--- src/rtl/s_sub_serial_if.sv ---
// Start/done handshake and operand/result bus for the bit-serial subtractor.
// The sequencing FSM side is the master; the subtractor is the slave.
interface s_sub_serial_if #(
  parameter int W = 9
);
  logic                start;
  logic        [W-1:0] A;
  logic        [W-1:0] B;
  logic                busy;
  logic                done;
  logic signed [W:0]   Y;
  logic                neg;
  logic                zero;

  modport master (
    output start, A, B,
    input  busy, done, Y, neg, zero
  );

  modport slave (
    input  start, A, B,
    output busy, done, Y, neg, zero
  );
endinterface

--- src/rtl/s_sub_serial.sv ---
// Bit-serial subtractor Y = A - B, one bit per clock LSB first, with the final
// borrow becoming the sign bit of the (W+1)-bit two's-complement result.
module s_sub_serial #(
  parameter int W = 9
) (
  input logic            clk,
  input logic            rst_n,
  s_sub_serial_if.slave  bus
);
  localparam int CW = (W > 2) ? $clog2(W) : 1;

  localparam logic [1:0] IDLE = 2'd0;
  localparam logic [1:0] BUSY = 2'd1;
  localparam logic [1:0] DONE = 2'd2;

  logic [1:0]        state;
  logic [W-1:0]      a_sh;
  logic [W-1:0]      b_sh;
  logic [W-1:0]      res;
  logic              br;
  logic [CW-1:0]     cnt;

  logic              a0;
  logic              b0;
  logic              d;
  logic              br_nx;
  logic [W-1:0]      res_nx;

  always_comb begin
    a0     = a_sh[0];
    b0     = b_sh[0];
    d      = a0 ^ b0 ^ br;
    br_nx  = (~a0 & b0) | (~(a0 ^ b0) & br);
    res_nx = {d, res[W-1:1]};
  end

  always_ff @(posedge clk or negedge rst_n) begin
    if (!rst_n) begin
      state    <= IDLE;
      a_sh     <= '0;
      b_sh     <= '0;
      res      <= '0;
      br       <= 1'b0;
      cnt      <= '0;
      bus.Y    <= '0;
      bus.neg  <= 1'b0;
      bus.zero <= 1'b0;
    end else begin
      case (state)
        IDLE: begin
          if (bus.start) begin
            a_sh  <= bus.A;
            b_sh  <= bus.B;
            res   <= '0;
            br    <= 1'b0;
            cnt   <= '0;
            state <= BUSY;
          end
        end
        BUSY: begin
          a_sh <= a_sh >> 1;
          b_sh <= b_sh >> 1;
          br   <= br_nx;
          res  <= res_nx;
          cnt  <= cnt + 1'b1;
          // Results are registered on the edge that enters DONE so they are
          // already valid while done is high.
          if (cnt == CW'(W - 1)) begin
            state    <= DONE;
            bus.Y    <= $signed({br_nx, res_nx});
            bus.neg  <= br_nx;
            bus.zero <= (res_nx == '0) && !br_nx;
          end
        end
        DONE:    state <= IDLE;
        default: state <= IDLE;
      endcase
    end
  end

  assign bus.busy = (state != IDLE);
  assign bus.done = (state == DONE);
endmodule

--- src/flat_wrapper.sv ---
// flat-port wrapper written by rule: the top's interface ports become plain ports
module s_sub_serial_flat 
#(
  parameter int W = 9
)
  (clk, rst_n, bus_start, bus_A, bus_B, bus_busy, bus_done, bus_Y, bus_neg, bus_zero);
  s_sub_serial_if #(.W(W)) bus_i ();
  input logic clk;
  input logic rst_n;
  input wire logic [$bits(bus_i.start)-1:0] bus_start;
  input wire logic [$bits(bus_i.A)-1:0] bus_A;
  input wire logic [$bits(bus_i.B)-1:0] bus_B;
  output wire logic [$bits(bus_i.busy)-1:0] bus_busy;
  output wire logic [$bits(bus_i.done)-1:0] bus_done;
  output wire logic [$bits(bus_i.Y)-1:0] bus_Y;
  output wire logic [$bits(bus_i.neg)-1:0] bus_neg;
  output wire logic [$bits(bus_i.zero)-1:0] bus_zero;
  assign bus_i.start = bus_start;
  assign bus_i.A = bus_A;
  assign bus_i.B = bus_B;
  assign bus_busy = bus_i.busy;
  assign bus_done = bus_i.done;
  assign bus_Y = bus_i.Y;
  assign bus_neg = bus_i.neg;
  assign bus_zero = bus_i.zero;
  s_sub_serial #(.W(W)) u_core (.clk(clk), .rst_n(rst_n), .bus(bus_i));
endmodule
--- config.mk ---
export PLATFORM = sky130hd
export DESIGN_NAME = s_sub_serial_flat
export DESIGN_NICKNAME = d
export VERILOG_FILES = /design/src/rtl/s_sub_serial_if.sv /design/src/rtl/s_sub_serial.sv /design/src/flat_wrapper.sv
export SDC_FILE = /design/constraint.sdc
export NUM_CORES = 1
export LEC_CHECK = 0
export CAP_MARGIN = 20
export CORE_ASPECT_RATIO = 1.5
export CORE_MARGIN = 1
export CORE_UTILIZATION = 50
export CTS_CLUSTER_DIAMETER = 50
export CTS_CLUSTER_SIZE = 8
export DETAILED_ROUTE_END_ITERATION = 8
export PLACE_DENSITY_LB_ADDON = 0.12
export SLEW_MARGIN = 20
export SYNTH_ARGS = -nofsm -noshare
export SYNTH_HDL_FRONTEND = slang
export SYNTH_SLANG_ARGS = --single-unit
--- constraint.sdc ---
create_clock -name clk -period 5 [get_ports clk]
set_input_delay 1 -clock clk [delete_from_list [all_inputs] [get_ports clk]]
set_output_delay 1 -clock clk [all_outputs]
set_load 0.03 [all_outputs]
==> reports/summary.txt <==
DP HPWL -> 2450 µm
Hold/Removal Path Class -> reg2reg
placed insts -> 223
io pins -> 35
Required @ worst endpoint -> 4.00 ns
Multi-input gate area -> 683 µm²
area delta synth->final -> 24.4%
Layout Skew -> 0.00486 ns
setup tns final -> 0 ns
vias in the first global route -> 1370
CTS Buf Count -> 5
max_cap viols -> 0
Hold Path Stages -> 1
status -> finished, final reports clean
Synth warnings -> 0
Die Wd -> 51.7 µm
Yosys top cell area share -> 59.4%
syn nets -> 183
starting DRC count in detailed routing -> 53
WHS Endpoint -> u_core.cnt[3]
total grt overflow -> 0
clock sink count -> 44
Post-Synthesis Cells -> 159
Die Y -> 76.6 µm
most common cell in the netlist -> dfrtp_1
largest net degree at the start of global routing -> 45
Worst VDD drop -> 387 µV
r2r startpoint -> u_core.state[0]
Core Footprint -> 3480 µm²
nets -> 212
RSZ-0062 raised after global routing -> false
Async SR Flop Fraction -> 100%
share of cells above drive strength 1 -> 11.1%
pre-CTS setup slack -> 2.08 ns
DRT Wirelength -> 3560 µm
register-to-register setup slack -> 2.59 ns
final worst slack -> 1.90 ns
Worst Reg2Reg Path Length in Cells -> 3
Worst-Margin Slew -> 1.10 ns
CTS tree -> built
CP max FO -> 25
final hold vios -> 0
total track usage -> 20.2%
area leader, netlist -> dfrtp_1
top post-synthesis cells by area -> dfrtp_1, mux2_2, a22oi_1
clock-pin slew on the worst setup and hold paths -> 0.08 ns
Post-CTS Resized -> 0
Distinct cells, synth -> 29
WHS -> 0.490 ns
worst skew pair latency -> 0.29 ns
arrival time worst endpoint -> 2.10 ns
syn_area_per_cell -> 11.7 µm²
Buffers on Ports -> 34
ys flop type -> dfrtp_1
Reg area -> 1100 µm²
min-delay src -> u_core.cnt[3]
ANT cells -> 0
max_slew headroom -> 26.4%
final std cells w/o fill -> 231
synthesized area -> 1850 µm²
CP Capture Type -> output pin
drt first pass iters -> 4
Initial Utilization -> 53.2%
H-tree depth -> 2
crit path kind -> reg2out
first-pass GRT wire length -> 6000 µm
EDFF count, synth -> 0
most frequent cells after synthesis -> dfrtp_1, nand2_1, o21ai_0, a22oi_1, mux2_2
post-CTS setup buffer count -> 0
Fillers -> 272
Pleak -> 1.01 nW
initial antenna violation count -> 0
Slew Limit Fails -> 0
FF+latch count, synth -> 44
ANT nets after route -> 0
RePlAce Congestion -> 0.699
Site Rows -> 26
final cycle utilization of the critical path -> 62.0%
vias post-DR -> 1338
Root Buffer -> clkbuf_8
startpoint types -> flop
CTS Hold Bufs -> 0
DRC viols -> 0
die area -> 3960 µm²
r2r endpoint -> u_core.bus.Y[3]
Clock Path Buffers -> 2
fin crit period -> 3.10 ns
endpoints failing setup -> 0
vias per cell -> 5.79
drt wl/cell -> 15.4 µm
Max Freq -> 0.322 GHz
sequential area share after synthesis -> 59.4%
PwrDens -> 626 nW/µm²
cells in the final DEF (no fill, tap or decap), drive strengths merged:
| master | count |
|---|---|
| nor3 | 1 |
| clkbuf | 6 |
| fa | 1 |
| or4 | 1 |
| mux2 | 11 |
| nand2 | 20 |
| bufinv | 1 |
| nand3 | 1 |
| o21ai | 18 |
| a41oi | 1 |
| mux2i | 1 |
| o21bai | 1 |
| nand2b | 1 |
| a31oi | 1 |
| or4b | 1 |
| dfrtp | 44 |
| ha | 2 |
| nor2b | 3 |
| a32o | 2 |
| clkinv | 1 |
| a22o | 9 |
| nor2 | 3 |
| a22oi | 16 |
| nor4 | 1 |
| inv | 6 |
| o22ai | 1 |
| buf | 1 |
| a21oi | 1 |
| clkdlybuf4s50 | 33 |
flip-flops by register name, summed over array words and instances (netlist names):
register         cells
u_core.state         2
u_core.a_sh          9
u_core.bus.zero      1
u_core.br            1
u_core.cnt           4
u_core.res           8
u_core.bus.Y        10
u_core.b_sh          9
report_power, final:
part           internal, mW  total (mW)  switching (mW)  leakage (nW)
logic                 0.262       0.551           0.289         0.382
registers             0.501       0.629           0.129         0.570
clock network         0.148       0.262           0.114        0.0552
total                 0.911        1.44           0.531          1.01
worst max path at each step:
stage	startpoint	endpoint	slack [ns]	depth (start not counted)
5_1_grt	u_core.state[0]	bus_busy	1.76	3
6_report	u_core.state[0]	bus_busy	1.90	3
4_1_cts	u_core.state[0]	bus_busy	1.91	3
3_3_place_gp	bus_start	u_core.a_sh[1]	2.19	4
2_1_floorplan	u_core.state[1]	bus_done	2.93	2
3_5_place_dp	bus_start	u_core.cnt[0]	2.08	4
critical path, cell delays in order (launching register included):
cell             delay [ns]
dfrtp_1                0.88
nor2_1                 0.17
inv_1                  0.09
clkdlybuf4s50_1        0.67
per-layer routing:
layer	share of wire, %	global-route usage, %
met5	0	0
met4	1.4	7.84
met3	3.7	4.19
met2	56	35.6
met1	39	23.0
cells by family (layout without fill, tap and decap cells):
family,after synthesis,in the layout,synth area share [%]
AOI/OAI and AO/OA,50,50,18.5
and+or+nand+nor,32,32,8.10
muxes,12,12,7.22
buffers and inverters,18,48,4.32
adders and majority gates,3,3,2.43
DFF,44,44,59.4
area by class of cell:
cell class	count	share of cell area, %
flip-flops and latches	44	47.8
well taps	42	2.28
multi-input cells	97	29.6
clock buffers	6	3.15
clock inverters	2	1.52
inverters	6	0.977
repair buffers	34	14.7
per-stage QoR:
step	power, mW	util, %	cell area (µm²)
after global placement	1.16	62.8	2190
after global routing	1.54	66.2	2300
final	1.44	66.2	2300
after CTS	1.46	65.9	2290
after floorplan	0.998	-	1850
after detailed placement	1.19	62.8	2190
Note: power is estimated with default switching activity, not from simulation.
